<file path="src/rtl/alu_seq_pkg.sv">
// Shared definitions for the ALU sequencer: opcodes, FSM states and
// register-file geometry.
package alu_seq_pkg;

  localparam int NUM_REGS = 8;
  localparam int IDX_W    = 3;
  localparam int OC_W     = 4;

  localparam logic [OC_W-1:0] OC_ADD = 4'd0;
  localparam logic [OC_W-1:0] OC_SUB = 4'd1;
  localparam logic [OC_W-1:0] OC_MUL = 4'd2;
  localparam logic [OC_W-1:0] OC_DIV = 4'd3;
  localparam logic [OC_W-1:0] OC_NOT = 4'd4;
  localparam logic [OC_W-1:0] OC_XOR = 4'd5;
  localparam logic [OC_W-1:0] OC_OR  = 4'd6;
  localparam logic [OC_W-1:0] OC_AND = 4'd7;
  localparam logic [OC_W-1:0] OC_LDI = 4'd8;

  typedef enum logic [1:0] {
    ST_IDLE = 2'd0,
    ST_EXEC = 2'd1,
    ST_RESP = 2'd2
  } state_e;

  // Opcodes that are handed to the external ALU.
  function automatic logic oc_is_alu(input logic [OC_W-1:0] oc);
    return (oc <= OC_AND);
  endfunction

endpackage

</file>
<file path="src/rtl/alu_seq_regfile.sv">
// 8-entry register file: two combinational read ports, one synchronous
// write port, asynchronous clear.
module alu_seq_regfile
  import alu_seq_pkg::*;
#(
  parameter int DATA_WIDTH = 16
) (
  input  logic                  clk,
  input  logic                  rst,
  input  logic [IDX_W-1:0]      ra_idx,
  output logic [DATA_WIDTH-1:0] ra_data,
  input  logic [IDX_W-1:0]      rb_idx,
  output logic [DATA_WIDTH-1:0] rb_data,
  input  logic                  we,
  input  logic [IDX_W-1:0]      wa,
  input  logic [DATA_WIDTH-1:0] wd
);

  logic [DATA_WIDTH-1:0] regs_q [NUM_REGS];
  logic [DATA_WIDTH-1:0] regs_d [NUM_REGS];

  always_comb begin
    regs_d = regs_q;
    if (we) begin
      regs_d[wa] = wd;
    end
  end

  always_ff @(posedge clk or posedge rst) begin
    if (rst) begin
      regs_q <= '{default: '0};
    end else begin
      regs_q <= regs_d;
    end
  end

  assign ra_data = regs_q[ra_idx];
  assign rb_data = regs_q[rb_idx];

endmodule

</file>
<file path="src/rtl/alu_sequencer.sv">
// Sequences register-to-register operations through an external
// combinational ALU, with LDI and error responses bypassing the ALU.
module alu_sequencer
  import alu_seq_pkg::*;
#(
  parameter int DATA_WIDTH = 16
) (
  input  logic                  clk,
  input  logic                  rst,
  input  logic                  req_valid,
  output logic                  req_ready,
  input  logic [OC_W-1:0]       req_oc,
  input  logic [IDX_W-1:0]      req_dst,
  input  logic [IDX_W-1:0]      req_sa,
  input  logic [IDX_W-1:0]      req_sb,
  input  logic [DATA_WIDTH-1:0] req_imm,
  output logic [OC_W-1:0]       alu_oc,
  output logic [DATA_WIDTH-1:0] alu_a,
  output logic [DATA_WIDTH-1:0] alu_b,
  input  logic [DATA_WIDTH-1:0] alu_f,
  output logic                  rsp_valid,
  input  logic                  rsp_ready,
  output logic [DATA_WIDTH-1:0] rsp_data,
  output logic                  rsp_err,
  output state_e                dbg_state
);

  // Handshakes: a transfer happens on a rising edge where valid and ready
  // are both 1; the offering side holds its payload stable until then.

  state_e                state_q, state_d;
  logic [OC_W-1:0]       alu_oc_q, alu_oc_d;
  logic [DATA_WIDTH-1:0] alu_a_q, alu_a_d;
  logic [DATA_WIDTH-1:0] alu_b_q, alu_b_d;
  logic [IDX_W-1:0]      dst_q, dst_d;
  logic [DATA_WIDTH-1:0] rsp_data_q, rsp_data_d;
  logic                  rsp_err_q, rsp_err_d;
  logic                  rsp_valid_q, rsp_valid_d;

  logic [DATA_WIDTH-1:0] ra_data;
  logic [DATA_WIDTH-1:0] rb_data;
  logic                  rf_we;
  logic [IDX_W-1:0]      rf_wa;
  logic [DATA_WIDTH-1:0] rf_wd;
  logic                  req_bad;

  alu_seq_regfile #(
    .DATA_WIDTH(DATA_WIDTH)
  ) u_regfile (
    .clk     (clk),
    .rst     (rst),
    .ra_idx  (req_sa),
    .ra_data (ra_data),
    .rb_idx  (req_sb),
    .rb_data (rb_data),
    .we      (rf_we),
    .wa      (rf_wa),
    .wd      (rf_wd)
  );

  // Rejected requests never reach the ALU and never write back.
  assign req_bad = !oc_is_alu(req_oc) ||
                   ((req_oc == OC_DIV) && (rb_data == '0));

  always_comb begin
    state_d     = state_q;
    alu_oc_d    = alu_oc_q;
    alu_a_d     = alu_a_q;
    alu_b_d     = alu_b_q;
    dst_d       = dst_q;
    rsp_data_d  = rsp_data_q;
    rsp_err_d   = rsp_err_q;
    rsp_valid_d = rsp_valid_q;
    rf_we       = 1'b0;
    rf_wa       = req_dst;
    rf_wd       = req_imm;

    case (state_q)
      ST_IDLE: begin
        if (req_valid) begin
          if (req_oc == OC_LDI) begin
            rf_we       = 1'b1;
            rsp_data_d  = req_imm;
            rsp_err_d   = 1'b0;
            rsp_valid_d = 1'b1;
            state_d     = ST_RESP;
          end else if (req_bad) begin
            rsp_data_d  = '0;
            rsp_err_d   = 1'b1;
            rsp_valid_d = 1'b1;
            state_d     = ST_RESP;
          end else begin
            alu_oc_d = req_oc;
            alu_a_d  = ra_data;
            alu_b_d  = rb_data;
            dst_d    = req_dst;
            state_d  = ST_EXEC;
          end
        end
      end

      ST_EXEC: begin
        rf_we       = 1'b1;
        rf_wa       = dst_q;
        rf_wd       = alu_f;
        rsp_data_d  = alu_f;
        rsp_err_d   = 1'b0;
        rsp_valid_d = 1'b1;
        state_d     = ST_RESP;
      end

      ST_RESP: begin
        if (rsp_ready) begin
          rsp_valid_d = 1'b0;
          state_d     = ST_IDLE;
        end
      end

      default: begin
        rsp_valid_d = 1'b0;
        state_d     = ST_IDLE;
      end
    endcase
  end

  always_ff @(posedge clk or posedge rst) begin
    if (rst) begin
      state_q     <= ST_IDLE;
      alu_oc_q    <= '0;
      alu_a_q     <= '0;
      alu_b_q     <= '0;
      dst_q       <= '0;
      rsp_data_q  <= '0;
      rsp_err_q   <= 1'b0;
      rsp_valid_q <= 1'b0;
    end else begin
      state_q     <= state_d;
      alu_oc_q    <= alu_oc_d;
      alu_a_q     <= alu_a_d;
      alu_b_q     <= alu_b_d;
      dst_q       <= dst_d;
      rsp_data_q  <= rsp_data_d;
      rsp_err_q   <= rsp_err_d;
      rsp_valid_q <= rsp_valid_d;
    end
  end

  assign req_ready = (state_q == ST_IDLE);
  assign alu_oc    = alu_oc_q;
  assign alu_a     = alu_a_q;
  assign alu_b     = alu_b_q;
  assign rsp_valid = rsp_valid_q;
  assign rsp_data  = rsp_data_q;
  assign rsp_err   = rsp_err_q;
  assign dbg_state = state_q;

endmodule

</file>
<file path="config.mk">
export PLATFORM = sky130hd
export DESIGN_NAME = alu_sequencer
export DESIGN_NICKNAME = d
export VERILOG_FILES = /design/src/rtl/alu_seq_pkg.sv /design/src/rtl/alu_seq_regfile.sv /design/src/rtl/alu_sequencer.sv
export SDC_FILE = /design/constraint.sdc
export NUM_CORES = 1
export LEC_CHECK = 0
export BUFFER_PORTS_ARGS = -buffer_cell sky130_fd_sc_hd__buf_2
export CORE_ASPECT_RATIO = 0.5
export CORE_MARGIN = 1
export CORE_UTILIZATION = 59
export DETAILED_ROUTE_END_ITERATION = 10
export HOLD_SLACK_MARGIN = 0.08
export PLACE_DENSITY_LB_ADDON = 0.05
export SLEW_MARGIN = 10
export SYNTH_ARGS = -nofsm -noshare
export SYNTH_HDL_FRONTEND = slang
export SYNTH_SLANG_ARGS = --single-unit
</file>
<file path="constraint.sdc">
create_clock -name clk -period 6.63 [get_ports clk]
set_clock_uncertainty 0.05 [all_clocks]
set_input_delay 0.663 -clock clk [delete_from_list [all_inputs] [get_ports clk]]
set_output_delay 0.663 -clock clk [all_outputs]
set_load 0.05 [all_outputs]
</file>
# Yosys cells after proc, flatten, opt, wreduce, memory -nomap -nowiden
# Cells that the tools add are included.
# Widths: inputs -> output; s select.
dict set report word_totals {
  regBits 187
  word_cells 75
  out_inout_bits 57
  in_bits 49
}
dict set report classes {
  n_eq_ne 7
  mux 31
  reduce_logical 11
  n_bitwise 5
  magnitude_cmp 5
}
# operator count
set ops {}
lappend ops {{$mux 16} 9}
lappend ops {{$bwmux 128} 1}
lappend ops {{$bmux 16 s3} 2}
lappend ops {{$demux 16 s3} 1}
lappend ops {{$pmux 16 s2} 1}
lappend ops {{$logic_not 16->1} 1}
lappend ops {{$ge 4x4->1 const B} 3}
lappend ops {{$not 3->4} 3}
lappend ops {{$mux 1} 8}
lappend ops {{$mux 2} 4}
lappend ops {{$pmux 2 s3} 1}
lappend ops {{$reduce_and 3->1} 2}
lappend ops {{$eq 4x2->1 const B} 1}
lappend ops {{$eq 4x4->1 const B} 1}
lappend ops {{$le 4x3->1 const B} 1}
lappend ops {{$lt 4x1->1 const B} 1}
lappend ops {{$ne 2x2->1 const B} 2}
lappend ops {{$pmux 1 s2} 2}
lappend ops {{$reduce_and 4->1} 1}
lappend ops {{$mux 3} 1}
lappend ops {{$ne 3x1->1 const B} 1}
lappend ops {{$pmux 1 s3} 1}
lappend ops {{$eq 2x1->1 const B} 1}
lappend ops {{$eq 2x2->1 const B} 1}
lappend ops {{other kinds (7)} 9}

# Logic depth before layout (Yosys ltp)
dict set report depth {
  depth_word 11
  ltp_mapped 11
  mapped_depth_nobuf 6
}

# Hierarchy
# From an unflattened synthesis, not the netlist that was laid out.
dict set report unflattened {
  cells_unflattened 624
  hier_area_um2 9989.6
}
# mod area_per_inst_um2 seq_area_each_um2 n_inst cells_each
set by_module_without_submodules {}
lappend by_module_without_submodules {alu_seq_regfile 7036.7 3203.1 1 396}
lappend by_module_without_submodules {alu_sequencer 2952.8 1476.4 1 228}

# Worst setup path before layout
# OpenSTA, ideal clock, no wires.
dict set report synth_timing {
  path_type {in2reg}
  start {input port req_sb[0]}
  end {register rsp_data_q[0] (netlist: rsp_data[0])}
  required_time_ns 6.455
  slack_ns 3.596
  arrival_time_ns 2.859
  path_stages 10
  setup_time_ns 0.125
  n_path_buf 4
  cell_sequence {buf_2 buf_6 buf_2 mux4_2 mux2i_2 nand4_1 nor4_4 a31oi_4 buf_6 mux2_4}
}
dict set report synth_via {
  elab_chain_len 9
}
# item line_no
set synth_lines {}
lappend synth_lines {{start: declaration} alu_sequencer.sv:15} ;# input logic [IDX_W-1:0] req_sb,
lappend synth_lines {{$not 3->4 (implied by the code)} alu_seq_regfile.sv:38} ;# assign rb_data = regs_q[rb_idx];
lappend synth_lines {{$bmux 16 s3} alu_seq_regfile.sv:38}
lappend synth_lines {{$mux 16 (implied by the code) (2 in a row)} alu_seq_regfile.sv:38}
lappend synth_lines {{$logic_not 16->1} alu_sequencer.sv:63} ;# ((req_oc == OC_DIV) && (rb_data == '0));
lappend synth_lines {{$logic_and 1x1->1} alu_sequencer.sv:63}
lappend synth_lines {{$logic_or 1x1->1} alu_sequencer.sv:62} ;# assign req_bad = !oc_is_alu(req_oc) ||
lappend synth_lines {{$ne 3x1->1 (no line)} --}
lappend synth_lines {{$reduce_and 3->1 (no line)} --}
lappend synth_lines {{end signal: assignment} alu_sequencer.sv:142} ;# rsp_data_q <= rsp_data_d;
lappend synth_lines {{end: declaration} alu_sequencer.sv:36} ;# logic [DATA_WIDTH-1:0] rsp_data_q, rsp_data_d;
# No other way between the ends. The select of a mux whose other input is x is not followed.
# A chain may end at the register's enable or synchronous reset.

# Final worst setup path
dict set report layout_timing {
  start {input port req_sb[2]}
  end {register alu_a_q[11] (netlist: alu_a[11])}
}
dict set report layout_via {
  elab_chain_len 9
}
# item line_no
set layout_lines {}
lappend layout_lines {{$not 3->4 (implied by the code)} alu_seq_regfile.sv:38}
lappend layout_lines {{$bmux 16 s3} alu_seq_regfile.sv:38}
lappend layout_lines {{$mux 16 (implied by the code) (2 in a row)} alu_seq_regfile.sv:38}
lappend layout_lines {{$logic_not 16->1} alu_sequencer.sv:63}
lappend layout_lines {{$logic_and 1x1->1} alu_sequencer.sv:63}
lappend layout_lines {{$logic_or 1x1->1} alu_sequencer.sv:62}
lappend layout_lines {{$not 1->1 (no line)} --}
lappend layout_lines {{$reduce_and 4->1 (no line)} --}
lappend layout_lines {{end signal: assignment} alu_sequencer.sv:139} ;# alu_a_q <= alu_a_d;
lappend layout_lines {{end: declaration} alu_sequencer.sv:33} ;# logic [DATA_WIDTH-1:0] alu_a_q, alu_a_d;
# No other way between the ends. The select of a mux whose other input is x is not followed.

==> flow_metrics.tcl <==
set metrics [dict create \
    outcome "finished with violations" \
    violations "DRC" \
    path_cells "buf_2 -> mux4_2 -> mux2i_1 -> nand4_1 -> nor4_2 -> a21oi_4 -> buf_4 -> mux2_1" \
    path_clk_slew_ns 0.07 \
    post_dp_cell_area_mm2 0.00986 \
    hold_viol 0 \
    vias 6568 \
    drcViolationCount 18 \
    seq_area_frac_synth_pct 50.6 \
    fp.dieH_um 90.5 \
    drive_gt1_share_pct 30.4 \
    nets 889 \
    gp_congestion 0.843 \
    hold_path.class "primary input to asynchronous set/reset pin" \
    synth.avg_cell_area_um2 12.2 \
    stdcell_area_mm2 0.0104 \
    dp_cells 1019 \
    finalPower_mw 4.92 \
    dr.pass1.iters 9 \
    ys_types 36 \
    dpl.hpwl_um 14700 \
    fin_cells 1051 \
    syn2layout_area_growth_pct 12.9 \
    ctsResizeCount 0 \
    crit_slowest_cell "buf_2" \
    power_density_mw_per_mm2 471 \
    grt_overflow 0 \
    max_slew_margin_pct 29.0 \
    final_core_util_pct 70.1 \
    synth_seq_cells 187 \
    worstMarginPinSlew_ns 1.06 \
    grt_first_pass_wirelength_um 36200 \
    layout_commonest_cell "dfrtp_1" \
    row_count 31 \
    io_pins 106 \
    antenna_found_initial 0 \
    ys_top_cells_by_area "dfrtp_1 51%, mux4_2 14%, mux2i_1 4.8%, mux2_2 4.0%, o21ai_0 3.8%" \
    clk-insertion-delay-late_ns 0.43 \
    syn_nets 809 \
    start_kind "primary input" \
    fp.coreArea_mm2 0.0149 \
    start_util_pct 62.1 \
    synth_area_mm2 0.00925 \
    synth.largest_area_cell "dfrtp_1" \
    cp.arrival_ns 4.22 \
    cp-end-kind "register" \
    drt_iter0_markers 652 \
    cts_tree "done" \
    antenna_left 0 \
    routed_wl_um 22800 \
    postCtsHoldBufs 0 \
    fin_ws_ns 2.68 \
    cts_inserted_buffers 17 \
    place.port_buffers 105 \
    irDropWorstVdd_uv 269 \
    grt.total_usage_pct 30.3 \
    grt_max_degree 70 \
    chipWidth_um 179 \
    fin_crit_sh_pct 59.6 \
    clockBufferDepth 2 \
    finalWorstPathRequiredPeriod_ns 3.95 \
    critPathKind "primary input to register" \
    hold-worst-slack_ns 0.248 \
    cts_max_level 4 \
    p_leak_nw 4.74 \
    max_cap_violations 0 \
    post_drt_wl_per_cell_um 21.7 \
    cp.required_ns 6.90 \
    vias_per_cell 6.25 \
    clock_sinks 187 \
    nFillCells 1067 \
    antenna_cells 0 \
    die_area_mm2 0.0162 \
    worst-path-max-fanout 32 \
    setup_violations 0 \
    drv_slew 0 \
    syn_inst 760 \
    place_ws_ns 2.32 \
    fmax_mhz 253 \
    rsz0062_at_grt "false" \
    layout_common_cells "187 x dfrtp_1, 105 x buf_2, 72 x nand2_1, 71 x nor2_1, 70 x o21ai_0" \
    cts_root_buffer "clkbuf_16" \
    cp_slowest_stage_delay_ns 0.77 \
    fin_tns_setup_ns 0 \
    grt_pass1_vias 6453 \
    cts_setup_buffers 0 \
    synth_top_area_share_pct 50.6 \
    yosys_warnings 0 \
]
worst paths after layout:
check	startpoint	to	slack, ns	cells past startpoint
max reg2reg	u_regfile.regs_q[5]	alu_a[11]	3.42	7
max in group asynchronous	rst	u_regfile.regs_q[119]	4.97	3
min reg2reg	alu_a[9]	alu_a[9]	0.44	1
max	req_sb[2]	alu_a[11]	2.68	8
min	rst	alu_oc[0]	0.25	2
min in group clk	req_oc[1]	alu_oc[1]	0.44	2
cell type report:
cell class | count | area, um^2 | area share, %
inverter | 16 | 65.1 | 0.623
multi-input combinational | 501 | 4250 | 40.8
timing repair buffer | 117 | 616 | 5.90
clock inverter | 13 | 133 | 1.27
clock buffer | 19 | 443 | 4.24
sequential | 187 | 4680 | 44.8
tap | 198 | 248 | 2.37
cells in the mapped netlist:
cell type and count:
nor3_1 3, nand4_1 8, dfrtp_1 187, or4b_2 1, a22o_1 16, or3_1 1, o31ai_1 2, o21ai_0 70
mux2_2 33, nor4_4 1, o21a_1 1, buf_12 1, buf_2 8, a31oi_4 1, nor2_1 72, o21ba_2 1
buf_1 7, nor2b_1 3, a21oi_1 69, and2_1 2, nand2b_1 5, inv_1 16, mux2i_1 44, clkbuf_1 35
o22ai_1 2, nand3_1 2, mux2_4 10, nand2_1 72, mux2_1 11, nor4_2 1, mux2i_2 1, mux4_1 6
a21o_1 1, nand3b_1 4, mux4_2 58, buf_6 5
critical path: cells and delay by family:
kind | cells | cell delay, ns
AO/OA/AOI/OAI | 1 | 0.27
buffers and inverters | 2 | 1.11
AND/OR/NAND/NOR | 2 | 0.76
multiplexers | 3 | 1.37
power breakdown:
group,switching (mW),internal [mW],leakage (nW),total (mW)
combinational,1.11,0.757,2.13,1.86
clock,0.475,0.539,0.282,1.01
sequential,0.399,1.64,2.33,2.04
total,1.98,2.94,4.73,4.92
per-layer routing:
| layer | global-route usage [%] | routed length [um] | up-vias |
|---|---|---|---|
| met5 | 0 | 0 | - |
| met1 | 45.3 | 10600 | 3343 |
| li1 | - | - | 2928 |
| met4 | 7.34 | 220 | 0 |
| met2 | 44.2 | 10200 | 273 |
| met3 | 8.50 | 1910 | 24 |
sequential cells by signal, summed over array words and instances, names as in the netlist:
name              flops
rsp_data             16
alu_oc                4
u_regfile.regs_q    128
dbg_state             2
alu_b                16
alu_a                16
dst_q                 3
rsp_valid             1
rsp_err               1
logic make-up (layout without fill, tap and decap cells):
kind of cell	Yosys count	count (layout)	share of synthesized area [%]
muxes	163	163	27.7
DFF	187	187	50.6
and+or+nand+nor	175	175	8.20
AOI/OAI and AO/OA	163	163	9.84
buffers and inverters	72	165	3.61
(Power assumes the default switching activity.)
